--- config.mk ---
export PLATFORM = sky130hd
export DESIGN_NAME = anton_neopixel_decoder
export DESIGN_NICKNAME = d
export VERILOG_FILES = /design/src/rtl/anton_neopixel_decoder_pkg.sv /design/src/rtl/anton_neopixel_pulse_meter.sv /design/src/rtl/anton_neopixel_decoder.sv
export SDC_FILE = /design/constraint.sdc
export NUM_CORES = 1
export LEC_CHECK = 0
export ABC_AREA = 0
export CAP_MARGIN = 10
export CORE_MARGIN = 2
export CORE_UTILIZATION = 40
export CTS_BUF_LIST = sky130_fd_sc_hd__clkbuf_4 sky130_fd_sc_hd__clkbuf_8
export CTS_CLUSTER_DIAMETER = 200
export DETAILED_ROUTE_END_ITERATION = 10
export GPL_ROUTABILITY_DRIVEN = 0
export SKIP_LAST_GASP = 1
export SLEW_MARGIN = 20
export SYNTH_ARGS = -nofsm -noshare
export SYNTH_HDL_FRONTEND = slang
export SYNTH_SLANG_ARGS = --single-unit
export TNS_END_PERCENT = 10
--- constraint.sdc ---
create_clock -name clk7mhz -period 5.1 [get_ports clk7mhz]
set_input_delay 0.51 -clock clk7mhz [delete_from_list [all_inputs] [get_ports clk7mhz]]
set_output_delay 0.51 -clock clk7mhz [all_outputs]
set_load 0.05 [all_outputs]
--- src/rtl/anton_neopixel_decoder_pkg.sv ---
// -----------------------------------------------------------------------------
// anton_neopixel_decoder_pkg
// Shared types and constants for the NeoPixel stream decoder:
//   - dec_state_e : decoder state encoding (SYNC / GAP / HIGH / LOW)
//   - default tick constants for bit threshold, max high width, reset gap
//   - counter widths used by the pulse meter
//   - maj3()      : 3-input majority, used by the optional glitch filter
// Optional feature macro: ANTON_NEOPIXEL_DECODER_GLITCH_EN (see pulse meter).
// -----------------------------------------------------------------------------
package anton_neopixel_decoder_pkg;

   typedef enum logic [1:0] {
      DEC_SYNC = 2'd0,  // waiting for a clean reset gap before decoding
      DEC_GAP  = 2'd1,  // idle / reset gap, next rising edge starts a frame
      DEC_HIGH = 2'd2,  // measuring a high pulse
      DEC_LOW  = 2'd3   // between bits, watching for the next rise or a gap
   } dec_state_e;

   localparam int BUFFER_END_DEFAULT    = 63;
   localparam int BIT_THRESHOLD_DEFAULT = 4;
   localparam int MAX_HIGH_DEFAULT      = 12;
   localparam int RESET_DETECT_DEFAULT  = 300;

   localparam int HI_CNT_W = 4;
   localparam int LO_CNT_W = 10;

   function automatic logic maj3(input logic a, input logic b, input logic c);
      return (a & b) | (a & c) | (b & c);
   endfunction

endpackage

--- src/rtl/anton_neopixel_pulse_meter.sv ---
// -----------------------------------------------------------------------------
// anton_neopixel_pulse_meter
// Line front end for the NeoPixel decoder: 2-flop synchronizer, optional
// 3-sample majority glitch filter, edge detection and saturating run-length
// counters for the high and low phases of the synchronized line s.
//
// Ports:
//   clk_i     in   sample clock (7MHz)
//   reset_i   in   synchronous reset, active-high
//   clear_i   in   zero the run counters (decoder disabled)
//   din_i     in   asynchronous NeoPixel line
//   rise_o    out  s rose this cycle
//   fall_o    out  s fell this cycle
//   hi_cnt_o  out  consecutive high cycles of s before this cycle (sat.)
//   lo_cnt_o  out  consecutive low cycles of s before this cycle (sat.)
//
// Macro ANTON_NEOPIXEL_DECODER_GLITCH_EN: when defined, s is the majority of
// the last three synchronizer samples, which rejects single-cycle spikes and
// delays every edge by one cycle.
// -----------------------------------------------------------------------------
module anton_neopixel_pulse_meter
   import anton_neopixel_decoder_pkg::*;
(
   input  logic                clk_i,
   input  logic                reset_i,
   input  logic                clear_i,
   input  logic                din_i,
   output logic                rise_o,
   output logic                fall_o,
   output logic [HI_CNT_W-1:0] hi_cnt_o,
   output logic [LO_CNT_W-1:0] lo_cnt_o
);

   logic                sync1_q, sync2_q, s_prev_q, s;
   logic [HI_CNT_W-1:0] hi_q, hi_d;
   logic [LO_CNT_W-1:0] lo_q, lo_d;

`ifdef ANTON_NEOPIXEL_DECODER_GLITCH_EN
   logic d1_q, d2_q;

   assign s = maj3(sync2_q, d1_q, d2_q);

   always_ff @(posedge clk_i) begin
      if (reset_i) begin
         d1_q <= 1'b0;
         d2_q <= 1'b0;
      end else begin
         d1_q <= sync2_q;
         d2_q <= d1_q;
      end
   end
`else
   assign s = sync2_q;
`endif

   // Run lengths restart on every level change; the counter of the opposite
   // level reads back the full width of the phase that just ended.
   always_comb begin
      hi_d = '0;
      lo_d = '0;
      if (!clear_i) begin
         if (s) hi_d = (hi_q == '1) ? hi_q : hi_q + 1'b1;
         else   lo_d = (lo_q == '1) ? lo_q : lo_q + 1'b1;
      end
   end

   always_ff @(posedge clk_i) begin
      if (reset_i) begin
         sync1_q  <= 1'b0;
         sync2_q  <= 1'b0;
         s_prev_q <= 1'b0;
         hi_q     <= '0;
         lo_q     <= '0;
      end else begin
         sync1_q  <= din_i;
         sync2_q  <= sync1_q;
         s_prev_q <= s;
         hi_q     <= hi_d;
         lo_q     <= lo_d;
      end
   end

   assign rise_o   = s & ~s_prev_q;
   assign fall_o   = ~s & s_prev_q;
   assign hi_cnt_o = hi_q;
   assign lo_cnt_o = lo_q;

endmodule

--- src/rtl/anton_neopixel_decoder.sv ---
// -----------------------------------------------------------------------------
// anton_neopixel_decoder
// WS2812/NeoPixel receiver. Classifies each high pulse as a 0/1 bit, packs bits
// MSB-first into bytes, strobes each byte with its index in the frame and
// flags the end of a frame on the low reset gap.
//
// Ports:
//   clk7mhz     in   sole clock, 7MHz
//   reset       in   synchronous reset, active-high
//   neoDataIn   in   asynchronous NeoPixel line
//   enable      in   decoding enabled; low holds the block in SYNC
//   byteData    out  last assembled byte
//   byteValid   out  1-cycle strobe, byteData/byteIndex valid
//   byteIndex   out  byte position within the current frame
//   frameSync   out  1-cycle pulse when a gap ends a frame with >=1 bit
//   frameBytes  out  byte count of last frame (saturates at BUFFER_END+1)
//   errorPulse  out  1-cycle pulse on a protocol error
//   overflow    out  sticky: byte dropped beyond BUFFER_END this frame
//   neoRxState  out  0 = receiving bits, 1 = idle/reset gap
//
// Optional macro ANTON_NEOPIXEL_DECODER_GLITCH_EN enables the spike filter in
// the pulse meter (adds one cycle to all latencies).
// -----------------------------------------------------------------------------
module anton_neopixel_decoder
   import anton_neopixel_decoder_pkg::*;
#(
   parameter  int BUFFER_END    = BUFFER_END_DEFAULT,
   parameter  int BIT_THRESHOLD = BIT_THRESHOLD_DEFAULT,
   parameter  int MAX_HIGH      = MAX_HIGH_DEFAULT,
   parameter  int RESET_DETECT  = RESET_DETECT_DEFAULT,
   localparam int BUFFER_BITS   = (BUFFER_END > 0) ? $clog2(BUFFER_END + 1) : 1
)(
   input  logic                   clk7mhz,
   input  logic                   reset,
   input  logic                   neoDataIn,
   input  logic                   enable,
   output logic [7:0]             byteData,
   output logic                   byteValid,
   output logic [BUFFER_BITS-1:0] byteIndex,
   output logic                   frameSync,
   output logic [BUFFER_BITS:0]   frameBytes,
   output logic                   errorPulse,
   output logic                   overflow,
   output logic                   neoRxState
);

   localparam logic [HI_CNT_W-1:0] THR_C  = HI_CNT_W'(BIT_THRESHOLD);
   localparam logic [HI_CNT_W-1:0] MAXH_C = HI_CNT_W'(MAX_HIGH);
   localparam logic [LO_CNT_W-1:0] GAP_C  = LO_CNT_W'(RESET_DETECT);
   localparam logic [BUFFER_BITS:0] FULL_C = (BUFFER_BITS + 1)'(BUFFER_END + 1);

   logic                rise, fall, bit_val;
   logic [HI_CNT_W-1:0] hi_cnt;
   logic [LO_CNT_W-1:0] lo_cnt;

   dec_state_e             state_q, state_d;
   logic [7:0]             shift_q, shift_d, data_q, data_d;
   logic [2:0]             bit_cnt_q, bit_cnt_d;
   logic [BUFFER_BITS:0]   byte_cnt_q, byte_cnt_d, fbytes_q, fbytes_d;
   logic [BUFFER_BITS-1:0] idx_q, idx_d;
   logic                   valid_q, valid_d, fsync_q, fsync_d;
   logic                   err_q, err_d, ovf_q, ovf_d;

   anton_neopixel_pulse_meter u_meter (
      .clk_i    (clk7mhz),
      .reset_i  (reset),
      .clear_i  (~enable),
      .din_i    (neoDataIn),
      .rise_o   (rise),
      .fall_o   (fall),
      .hi_cnt_o (hi_cnt),
      .lo_cnt_o (lo_cnt)
   );

   assign bit_val = (hi_cnt >= THR_C);

   always_comb begin
      state_d    = state_q;
      shift_d    = shift_q;
      bit_cnt_d  = bit_cnt_q;
      byte_cnt_d = byte_cnt_q;
      data_d     = data_q;
      idx_d      = idx_q;
      fbytes_d   = fbytes_q;
      ovf_d      = ovf_q;
      valid_d    = 1'b0;
      fsync_d    = 1'b0;
      err_d      = 1'b0;
      if (!enable) begin
         state_d   = DEC_SYNC;
         shift_d   = '0;
         bit_cnt_d = '0;
      end else begin
         unique case (state_q)
            DEC_SYNC: if (lo_cnt >= GAP_C) state_d = DEC_GAP;
            DEC_GAP: begin
               if (rise) begin
                  state_d    = DEC_HIGH;
                  shift_d    = '0;
                  bit_cnt_d  = '0;
                  byte_cnt_d = '0;
                  ovf_d      = 1'b0;
               end
            end
            DEC_HIGH: begin
               // Over-long pulse wins even if it ends on this cycle.
               if (hi_cnt > MAXH_C) begin
                  state_d   = DEC_SYNC;
                  err_d     = 1'b1;
                  shift_d   = '0;
                  bit_cnt_d = '0;
               end else if (fall) begin
                  state_d   = DEC_LOW;
                  shift_d   = {shift_q[6:0], bit_val};
                  bit_cnt_d = bit_cnt_q + 1'b1;
                  if (bit_cnt_q == 3'd7) begin
                     // byte_cnt_q saturates at FULL_C, so it doubles as the
                     // "buffer already full" flag.
                     if (byte_cnt_q < FULL_C) begin
                        valid_d    = 1'b1;
                        data_d     = {shift_q[6:0], bit_val};
                        idx_d      = byte_cnt_q[BUFFER_BITS-1:0];
                        byte_cnt_d = byte_cnt_q + 1'b1;
                     end else begin
                        ovf_d      = 1'b1;
                     end
                  end
               end
            end
            DEC_LOW: begin
               if (rise) begin
                  state_d = DEC_HIGH;
               end else if (lo_cnt >= GAP_C) begin
                  state_d  = DEC_GAP;
                  fsync_d  = 1'b1;
                  fbytes_d = byte_cnt_q;
                  if (bit_cnt_q != 3'd0) begin
                     err_d     = 1'b1;
                     shift_d   = '0;
                     bit_cnt_d = '0;
                  end
               end
            end
            default: state_d = DEC_SYNC;
         endcase
      end
   end

   always_ff @(posedge clk7mhz) begin
      if (reset) begin
         state_q    <= DEC_SYNC;
         shift_q    <= '0;
         bit_cnt_q  <= '0;
         byte_cnt_q <= '0;
         data_q     <= '0;
         idx_q      <= '0;
         fbytes_q   <= '0;
         ovf_q      <= 1'b0;
         valid_q    <= 1'b0;
         fsync_q    <= 1'b0;
         err_q      <= 1'b0;
      end else begin
         state_q    <= state_d;
         shift_q    <= shift_d;
         bit_cnt_q  <= bit_cnt_d;
         byte_cnt_q <= byte_cnt_d;
         data_q     <= data_d;
         idx_q      <= idx_d;
         fbytes_q   <= fbytes_d;
         ovf_q      <= ovf_d;
         valid_q    <= valid_d;
         fsync_q    <= fsync_d;
         err_q      <= err_d;
      end
   end

   assign byteData   = data_q;
   assign byteValid  = valid_q;
   assign byteIndex  = idx_q;
   assign frameSync  = fsync_q;
   assign frameBytes = fbytes_q;
   assign errorPulse = err_q;
   assign overflow   = ovf_q;
   assign neoRxState = (state_q == DEC_SYNC) || (state_q == DEC_GAP);

endmodule
==> impl_metrics.toml <==
[worst_setup_path]
path_class = "register to register"
end_kind = "register"
cp.depth = 7
crit_fanout = 14
crit_family = "simple AND/OR/NAND/NOR gates"
timing.critical_path.mode_cell = "nor2_1"
worst-path-buf-inv = 1
reg2regPathDepth = 7
crit_chain = "inv_1, ha_1, and3b_1, nor2_1, a211oi_1, nor2_1, o21ai_0"
crit_arrival_ns = 2.64
crit_path_start_kind = "register"
cpMaxStageDelayCell = "nor2_1"
required_ns = 5.30
crit_path_max_incr_delay_ns = 0.76

[yosys]
synth.area.top_cells = "dfxtp_1 (45%), mux2i_1 (10%), nor2_1 (8.0%), ha_1 (3.7%), nand3_1 (3.0%)"
synthArstFlopShare_pct = 0
mappedNetlistArea_sq_mm = 0.00269
synth_top_area_share_pct = 45.5
yosysUniqueCellTypes = 47
yosys.area.top_type = "dfxtp_1"
synthCells = 296
ys.warnings.count = 0
synth-edff-count = 0
synth-main-ff-cell = "dfxtp_1"
ys_ff_latch = 61
syn-num-nets = 308
syn_area_per_cell_sq_um = 9.08
yosysSeqAreaShare_pct = 45.5

[place]
hpwl_mm = 3.69
portBuffers = 29

[timing]
finalHoldViolCount = 0
fin_skew_ns = 0.0115
min_period_ns = 2.43
setup-tns-final_ns = 0
report.final.slew_viol_count = 0
hold_slack_ns = 0.449
rsz0062_at_grt = "false"
worst_slew_pin_slew_ns = 1.04
finalSetupViolCount = 0
slew_headroom_pct = 30.4
max_freq_mhz = 411
period_share_pct = 47.7

[cells_and_area]
nNetsFinal = 338
num_antenna_cells = 0
syn_to_final_growth_pct = 20.0
drive_above_1_share_pct = 7.88

[flow_run]
cap_violations = 0

[detailed_routing]
first_iter_violations = 101
dr.pass1.iters = 5
routed_wirelength_mm = 5.44
vias_per_cell = 5.17
dr_total_vias = 2105
drtAntennaViolNets = 0
wire_per_inst_microns = 13.4
drc = 0

[floorplan]
boundaryPins = 30
start_util_pct = 41.8
dieArea_sq_mm = 0.00739
die_w_microns = 86.0
rows = 29
dieHeight_microns = 86.0
coreArea_sq_mm = 0.00642

[pwr]
p_leak_uw = 0.00126
vdd_drop_max_v = 0.000123
power_density_mw_per_mm2 = 291

[clock_tree]
root_buffer = "clkbuf_8"
clk_latency_ns = 0.34
cts_buffers = 9
cts_setup_buffers = 0
ctsResizeCount = 0
cts_sinks = 61
cts-htree-levels = 3
ctsHoldBuffers = 0
clockBufferDepth = 2
clk_pin_slew_ns = 0.06
tritoncts = "built"

[global_routing]
grt_max_degree = 33
antenna_found_initial = 0
overflow = 0
grt_use_total_pct = 16.0
grt_pass1_wl_mm = 9.10
grt_pass1_vias = 1919

[outcome]
status = "complete, no violations"

[worst_hold_path]
hp-class = "register to register"
whs_path_depth = 1
[per-stage QoR]
stage	util, %	total power [uW]	setup WS [ns]	std cells	instance area (sq um)
after floorplan	-	504	3.35	296	2690
after global placement	47.1	512	2.46	392	3030
after detailed placement	47.1	512	2.37	392	3030
after CTS	50.2	948	2.65	407	3220
after global routing	50.2	968	2.37	407	3220
final	50.2	938	2.67	407	3220
[cell type report]
cell class | count | area, sq um
inverters | 12 | 45.0
clock buffers | 11 | 151
repair buffers | 31 | 305
fillers | 622 | 3200
clock inverters | 4 | 47.5
multi-input cells | 211 | 1360
flip-flops and latches | 61 | 1220
well taps | 77 | 96.3
[synthesized netlist by cell type (2+ instances only)]
master    count
nand2_1      19
nor3_1        4
and3b_1       2
buf_6         2
ha_1          8
a31oi_1       3
nor2b_1       6
nand2b_1      5
inv_1        12
dfxtp_1      61
nor2_1       57
and3_1        4
xor2_1        4
a21o_1        2
nand4_1       8
a211oi_1      3
o21ai_0       4
mux2i_1      28
buf_2         2
a21oi_1       8
a22oi_1       2
clkbuf_1      8
nand3_1      16
xnor2_1       5
[registers in the layout (all words and copies together), names as in the netlist]
| signal | cells |
|---|---|
| byteValid | 1 |
| errorPulse | 1 |
| overflow | 1 |
| u_meter.hi_cnt_o | 4 |
| byteIndex | 6 |
| u_meter.lo_cnt_o | 10 |
| shift_q | 7 |
| state_q | 2 |
| u_meter.s | 1 |
| u_meter.sync1_q | 1 |
| bit_cnt_q | 3 |
| frameBytes | 7 |
| byte_cnt_q | 7 |
| frameSync | 1 |
| byteData | 8 |
| u_meter.s_prev_q | 1 |
[layout by cell type (no fill, tap or decap), drive strengths merged, types with 8 or more instances in the layout]
master and count:
nand4 8, ha 8, nor2 58, mux2i 28, a21oi 8, clkdlybuf4s50 29, nand2 19, clkbuf 11
inv 12, dfxtp 61, nand3 16
[power breakdown]
| part | total [uW] | internal (uW) | switching [uW] |
|---|---|---|---|
| Combinational | 21.3 | 7.50 | 13.8 |
| Clock | 437 | 248 | 189 |
| Sequential | 480 | 478 | 1.88 |
[layer usage]
metal,vias to the layer above,GRT usage [%],wire length [microns]
li1,1087,-,-
met1,970,20.5,2610
met2,42,24.2,2470
met3,6,3.27,280
met4,0,10.4,75
met5,-,0,0
[cell families (layout without fill, tap and decap cells)]
logic type | Yosys count | in the layout | share of synthesized area, %
flops | 61 | 61 | 45.5
mux | 28 | 28 | 10.4
xor+xnor | 9 | 9 | 2.93
simple gates | 131 | 131 | 23.9
buf+inv | 24 | 58 | 4.01
fa+ha+maj | 8 | 8 | 3.73
compound gates | 35 | 35 | 9.50
[path summary, 6_finish.rpt]
check             slack, ns    endpoint           startpoint
setup / recovery       2.67  shift_q[0]  u_meter.hi_cnt_o[0]
hold / removal         0.45   u_meter.s      u_meter.sync1_q
setup reg to reg       2.67  shift_q[0]  u_meter.hi_cnt_o[0]
hold reg to reg        0.45   u_meter.s      u_meter.sync1_q
Note: power is estimated with default switching activity, not from simulation.
